<file path="src/rtl/imem_loader_pkg.sv">
// imem_loader_pkg: shared types and constants for the instruction memory loader. Rev 1.0
`default_nettype none

package imem_loader_pkg;

  localparam int BYTES_PER_WORD = 4;

  typedef enum logic [1:0] {
    ST_LEN  = 2'd0,
    ST_DATA = 2'd1,
    ST_CSUM = 2'd2,
    ST_DONE = 2'd3
  } loader_state_t;

endpackage

`default_nettype wire

</file>
<file path="src/rtl/imem_loader_byte_assembler.sv">
// byte_assembler: 4-byte little-endian word assembler; o_word_valid pulses with the final byte.
`default_nettype none

module byte_assembler
  import imem_loader_pkg::*;
(
  input  logic        clk,
  input  logic        i_clear,
  input  logic        i_accept,
  input  logic [7:0]  i_byte,
  output logic [31:0] o_word,
  output logic        o_word_valid
);

  localparam int SHW = 8 * (BYTES_PER_WORD - 1);

  logic [1:0]     r_idx;
  logic [SHW-1:0] r_shift;

  // Bytes enter at the top, so after three bytes the oldest sits in bits 7:0.
  always_ff @(posedge clk) begin
    if (i_clear) begin
      r_idx   <= 2'd0;
      r_shift <= '0;
    end else if (i_accept) begin
      r_idx   <= r_idx + 2'd1;
      r_shift <= {i_byte, r_shift[SHW-1:8]};
    end
  end

  assign o_word       = {i_byte, r_shift};
  assign o_word_valid = i_accept & (r_idx == 2'(BYTES_PER_WORD - 1));

endmodule

`default_nettype wire

</file>
<file path="src/rtl/imem_loader.sv">
// imem_loader: streams a length-prefixed program into instruction memory, holding the CPU meanwhile. Rev 1.0
// Optional feature: define IMEM_LOADER_CHECKSUM_EN for a trailing XOR checksum byte.
`default_nettype none

module imem_loader
  import imem_loader_pkg::*;
#(
  parameter int          DEPTH_WORDS = 256,
  parameter logic [31:0] BASE_ADDR   = 32'h0000_0000
) (
  input  logic        clk,
  input  logic        rst,
  input  logic [7:0]  rx_data,
  input  logic        rx_valid,
  output logic        rx_ready,
  output logic        mem_we,
  output logic [31:0] mem_addr,
  output logic [31:0] mem_wdata,
  output logic        cpu_hold,
  output logic        load_done,
  output logic        load_err
);

  localparam int            CW      = $clog2(DEPTH_WORDS) + 1;
  localparam logic [CW-1:0] C_DEPTH = CW'(DEPTH_WORDS);

`ifdef IMEM_LOADER_CHECKSUM_EN
  localparam loader_state_t C_AFTER_DATA = ST_CSUM;
`else
  localparam loader_state_t C_AFTER_DATA = ST_DONE;
`endif

  loader_state_t r_state, w_next;
  logic [31:0]   r_remaining;
  logic [CW-1:0] r_widx;
  logic          r_ovf;
  logic          r_rx_ready, r_mem_we, r_cpu_hold, r_load_done, r_load_err;
  logic [31:0]   r_mem_addr, r_mem_wdata;

  logic          w_xfer, w_in_len, w_in_data, w_asm_accept;
  logic          w_word_valid, w_last_word, w_fits, w_write, w_ovf_now;
  logic          w_enter_done, w_err;
  logic [31:0]   w_word;

  assign w_xfer       = rx_valid & r_rx_ready;
  assign w_in_len     = (r_state == ST_LEN);
  assign w_in_data    = (r_state == ST_DATA);
  assign w_asm_accept = w_xfer & (w_in_len | w_in_data);

  byte_assembler u_asm (
    .clk          (clk),
    .i_clear      (rst),
    .i_accept     (w_asm_accept),
    .i_byte       (rx_data),
    .o_word       (w_word),
    .o_word_valid (w_word_valid)
  );

  // Words beyond the memory are still counted against N but never written.
  assign w_fits      = (r_widx < C_DEPTH);
  assign w_last_word = w_in_data & w_word_valid & (r_remaining == 32'd1);
  assign w_write     = w_in_data & w_word_valid & w_fits;
  assign w_ovf_now   = r_ovf | (w_in_data & w_word_valid & ~w_fits);

`ifdef IMEM_LOADER_CHECKSUM_EN
  logic [7:0] r_csum;
  logic       w_csum_bad;

  assign w_csum_bad = (r_state == ST_CSUM) & w_xfer & (rx_data != r_csum);
  assign w_err      = w_ovf_now | w_csum_bad;

  always_ff @(posedge clk) begin
    if (rst) begin
      r_csum <= 8'h00;
    end else if (w_in_data & w_xfer) begin
      r_csum <= r_csum ^ rx_data;
    end
  end
`else
  assign w_err = w_ovf_now;
`endif

  always_comb begin
    w_next = r_state;
    case (r_state)
      ST_LEN:  if (w_word_valid) w_next = (w_word == 32'd0) ? C_AFTER_DATA : ST_DATA;
      ST_DATA: if (w_last_word)  w_next = C_AFTER_DATA;
      ST_CSUM: if (w_xfer)       w_next = ST_DONE;
      default: w_next = ST_DONE;
    endcase
  end

  assign w_enter_done = (w_next == ST_DONE) & (r_state != ST_DONE);

  always_ff @(posedge clk) begin
    if (rst) begin
      r_state     <= ST_LEN;
      r_remaining <= 32'd0;
      r_widx      <= '0;
      r_ovf       <= 1'b0;
      r_rx_ready  <= 1'b0;
      r_mem_we    <= 1'b0;
      r_mem_addr  <= BASE_ADDR;
      r_mem_wdata <= 32'd0;
      r_cpu_hold  <= 1'b1;
      r_load_done <= 1'b0;
      r_load_err  <= 1'b0;
    end else begin
      r_state     <= w_next;
      r_rx_ready  <= (w_next != ST_DONE);
      r_cpu_hold  <= (w_next != ST_DONE);
      r_load_done <= (w_next == ST_DONE);
      r_mem_we    <= w_write;
      r_ovf       <= w_ovf_now;
      if (w_in_len & w_word_valid) begin
        r_remaining <= w_word;
      end else if (w_in_data & w_word_valid) begin
        r_remaining <= r_remaining - 32'd1;
      end
      if (w_write) begin
        r_mem_addr  <= BASE_ADDR + (32'(r_widx) << 2);
        r_mem_wdata <= w_word;
        r_widx      <= r_widx + CW'(1);
      end
      if (w_enter_done) begin
        r_load_err <= w_err;
      end
    end
  end

  assign rx_ready  = r_rx_ready;
  assign mem_we    = r_mem_we;
  assign mem_addr  = r_mem_addr;
  assign mem_wdata = r_mem_wdata;
  assign cpu_hold  = r_cpu_hold;
  assign load_done = r_load_done;
  assign load_err  = r_load_err;

endmodule

`default_nettype wire

</file>
<file path="config.mk">
export PLATFORM = sky130hd
export DESIGN_NAME = imem_loader
export DESIGN_NICKNAME = d
export VERILOG_FILES = /design/src/rtl/imem_loader_pkg.sv /design/src/rtl/imem_loader_byte_assembler.sv /design/src/rtl/imem_loader.sv
export SDC_FILE = /design/constraint.sdc
export NUM_CORES = 1
export LEC_CHECK = 0
export ABC_CLOCK_PERIOD_IN_PS = 2240
export CORE_ASPECT_RATIO = 0.8
export CORE_MARGIN = 4
export CORE_UTILIZATION = 49
export CTS_CLUSTER_SIZE = 12
export DETAILED_ROUTE_END_ITERATION = 12
export GPL_TIMING_DRIVEN = 1
export HOLD_SLACK_MARGIN = 0.03
export MAX_ROUTING_LAYER = met4
export PLACE_DENSITY = 0.83
export SYNTH_ARGS = -nofsm -noshare
export SYNTH_HDL_FRONTEND = slang
export SYNTH_SLANG_ARGS = --single-unit
</file>
<file path="constraint.sdc">
create_clock -name clk -period 2.24 [get_ports clk]
set_input_delay 0.336 -clock clk [delete_from_list [all_inputs] [get_ports clk]]
set_output_delay 0.336 -clock clk [all_outputs]
set_load 0.01 [all_outputs]
</file>
==> out/results.ini <==
[timing]
rsz0062_at_grt=true
fin_skew_ns=0.00758
worstMarginPinSlew_ns=0.738
fmax_mhz=445
worst_slack_ns=-0.00913
setup_violations=1
max-slew-margin-rel=0.504
fin_crit_ns=2.25
slew_violations=0
report.final.hold_viol_count=0
finalCritPeriodShare=1.00
timing.setup.tns_ns=-0.00913

[cts]
cts_buffers=17
clk_pin_slew_ns=0.05
clk_latency_ns=0.42
cts_root_buf=clkbuf_16
clk_path_buf_depth=2
numClockSinks=116
h-tree-depth=4
tritoncts=built

[setup_path]
critPathKind=reg2reg
r2r-start=r_remaining[18]$_SDFFE_PP0P_
crit_required_ns=2.58
crit_path_max_fanout=6
endpoint_kind=register
reg2reg_depth=5
cp.arrival_ns=2.59
r2r-end=r_remaining[27]$_SDFFE_PP0P_
regToRegSetupSlack_ns=-0.009
start_kind=register

[die]
die_y_um=101
die-area_sq_mm=0.0125
die_width_um=124
floorplan.initialDensity=0.509
core_sq_mm=0.0104
fp-row-count=33
ios=80

[place]
place_inst=877
place_hpwl_um=10100
place_congestion=0.919
place_ws_ns=-0.152
io_buffer_count=56

[yosys]
async_flop_share=0
synth-seq-cells=116
synth-seq-area-share=0.441
synth_ff_type=dfxtp_1
ys_types=57
synthTopCellsByArea=dfxtp_1, nand2_1, a21oi_1
postSynthCellCount=682
syn_area_sq_mm=0.00527
synth_warnings=0
yosys.area.top_type=dfxtp_1
syn_area_per_cell_sq_um=7.73
synth_top_area_frac=0.441
synth-edff-count=0

[cells_and_area]
mostFrequentLayoutCell=nand2_1
num_antenna_cells=0
num-fill-cells=803
fin_nets=773
final_cells=911
final_cell_mix=nand2_1, dfxtp_1, a21oi_1
area_delta_synth_final_pct=30.1
multi_input_area_sq_mm=0.00271
drive_above_1_share=0.143
seqCellArea_sq_mm=0.00232

[routing]
drt-wirelength-per-cell_um=16.8
drtIter0Drc=570
firstDrtPassIters=6
vias=5349
drc=0
drtAntennaViolNets=0
routed_wirelength_um=15300
via_per_inst=5.87

[job]
cap_viol_max_count=0

[global_route]
grt_pass1_wl_um=24500
grt_antenna_before_repair=0
grt_overflow=0
grt_util_all_layers=0.256
grt_max_degree=61
grt_pass1_vias=4972

[power]
p_leak_nw=2.55
p_per_area_mw_per_mm2=757
ir_drop_mv=0.592

[run_status]
violations=setup timing
outcome=finished with violations

[hold_path]
hp-start=rst
hold_end=mem_we$_SDFF_PP0_
hold_depth=2
hold_class=in2reg

metrics by stage:
step | utilization | cell area, sq um | power, mW | hold slack, ns
final | 0.661 | 6860 | 5.19 | 0.420
after detailed placement | 0.592 | 6140 | 2.34 | 0.449
after CTS | 0.655 | 6790 | 5.20 | 0.407
after floorplan | - | 5350 | 2.29 | 0.420
after global placement | 0.592 | 6140 | 2.34 | 0.438
after global routing | 0.661 | 6860 | 5.32 | 0.444
cell usage after synthesis, types with 3 or more instances:
master and number:
a21oi_1 99, nor2b_1 5, nand2_1 152, nand3b_1 4
buf_4 23, or4_1 3, a31oi_1 4, xor2_1 3
xnor2_1 5, nand3_1 9, and3_1 11, ha_1 4
a221oi_1 6, o22ai_1 6, o21ai_0 16, or3_1 8
inv_1 9, a211oi_1 8, nor4_1 14, nor2_1 45
nor3b_1 3, dfxtp_1 116, clkbuf_1 44, o221ai_1 3
a31o_2 4, nand4_1 7, nor3_1 26
area by class of cell:
type	count	area share
inverters	9	0.00493
multi-input cells	509	0.396
flip-flops and latches	116	0.339
clock inverters	15	0.0301
clock buffers	17	0.0621
repair buffers	105	0.142
well taps	140	0.0256
worst max-delay path, cell delays in order, from the launching register on:
cell and delay [ns]:
dfxtp_2 0.32, or4_4 0.53, or4_4 0.48, or3_4 0.39, or3_1 0.31, a31oi_1 0.14
state kept, by name (all words and copies together), names as in the netlist:
signal / cells
cpu_hold: 1
u_asm.r_idx: 2
mem_we: 1
r_widx: 9
mem_addr: 9
rx_ready: 1
r_state: 2
mem_wdata: 32
u_asm.r_shift: 24
r_ovf: 1
r_remaining: 32
load_err: 1
load_done: 1
what timing repair did:
action                     4_1_cts  5_1_grt
buffers inserted                 1        1
resized for setup                3       10
setup endpoints to repair        5       14
pin swaps                        0        2
hold buffers                     0        0
power by group:
part | internal [mW] | switching, mW
logic | 0.0770 | 0.134
clock network | 1.87 | 1.01
registers | 2.08 | 0.0218
total | 4.02 | 1.17
worst max-delay path by stage:
stage,startpoint,end,cells past startpoint,slack [ns]
5_1_grt,r_remaining[18]$_SDFFE_PP0P_,r_remaining[27]$_SDFFE_PP0P_,5,-0.07
4_1_cts,r_remaining[18]$_SDFFE_PP0P_,r_remaining[27]$_SDFFE_PP0P_,5,-0.03
3_5_place_dp,rx_valid,rx_ready$_SDFF_PP0_,7,-0.15
3_3_place_gp,rx_valid,rx_ready$_SDFF_PP0_,7,-0.06
2_1_floorplan,r_remaining[18]$_SDFFE_PP0P_,r_remaining[27]$_SDFFE_PP0P_,6,-0.03
6_report,r_remaining[18]$_SDFFE_PP0P_,r_remaining[27]$_SDFFE_PP0P_,5,-0.009
logic make-up after synthesis:
family	synth area share
flops	0.441
simple gates	0.267
xor+xnor	0.0133
compound gates	0.193
mux	0.00190
buf+inv	0.0741
fa+ha+maj	0.00950
other cells	0.000712
routing by layer:
metal | track usage | vias up | wire [um]
li1 | - | 2497 | -
met1 | 0.327 | 2507 | 6450
met2 | 0.391 | 291 | 7170
met3 | 0.0600 | 54 | 1290
met4 | 0.105 | 0 | 429
met5 | - | - | 0
Power figures use the tool's default switching activity.
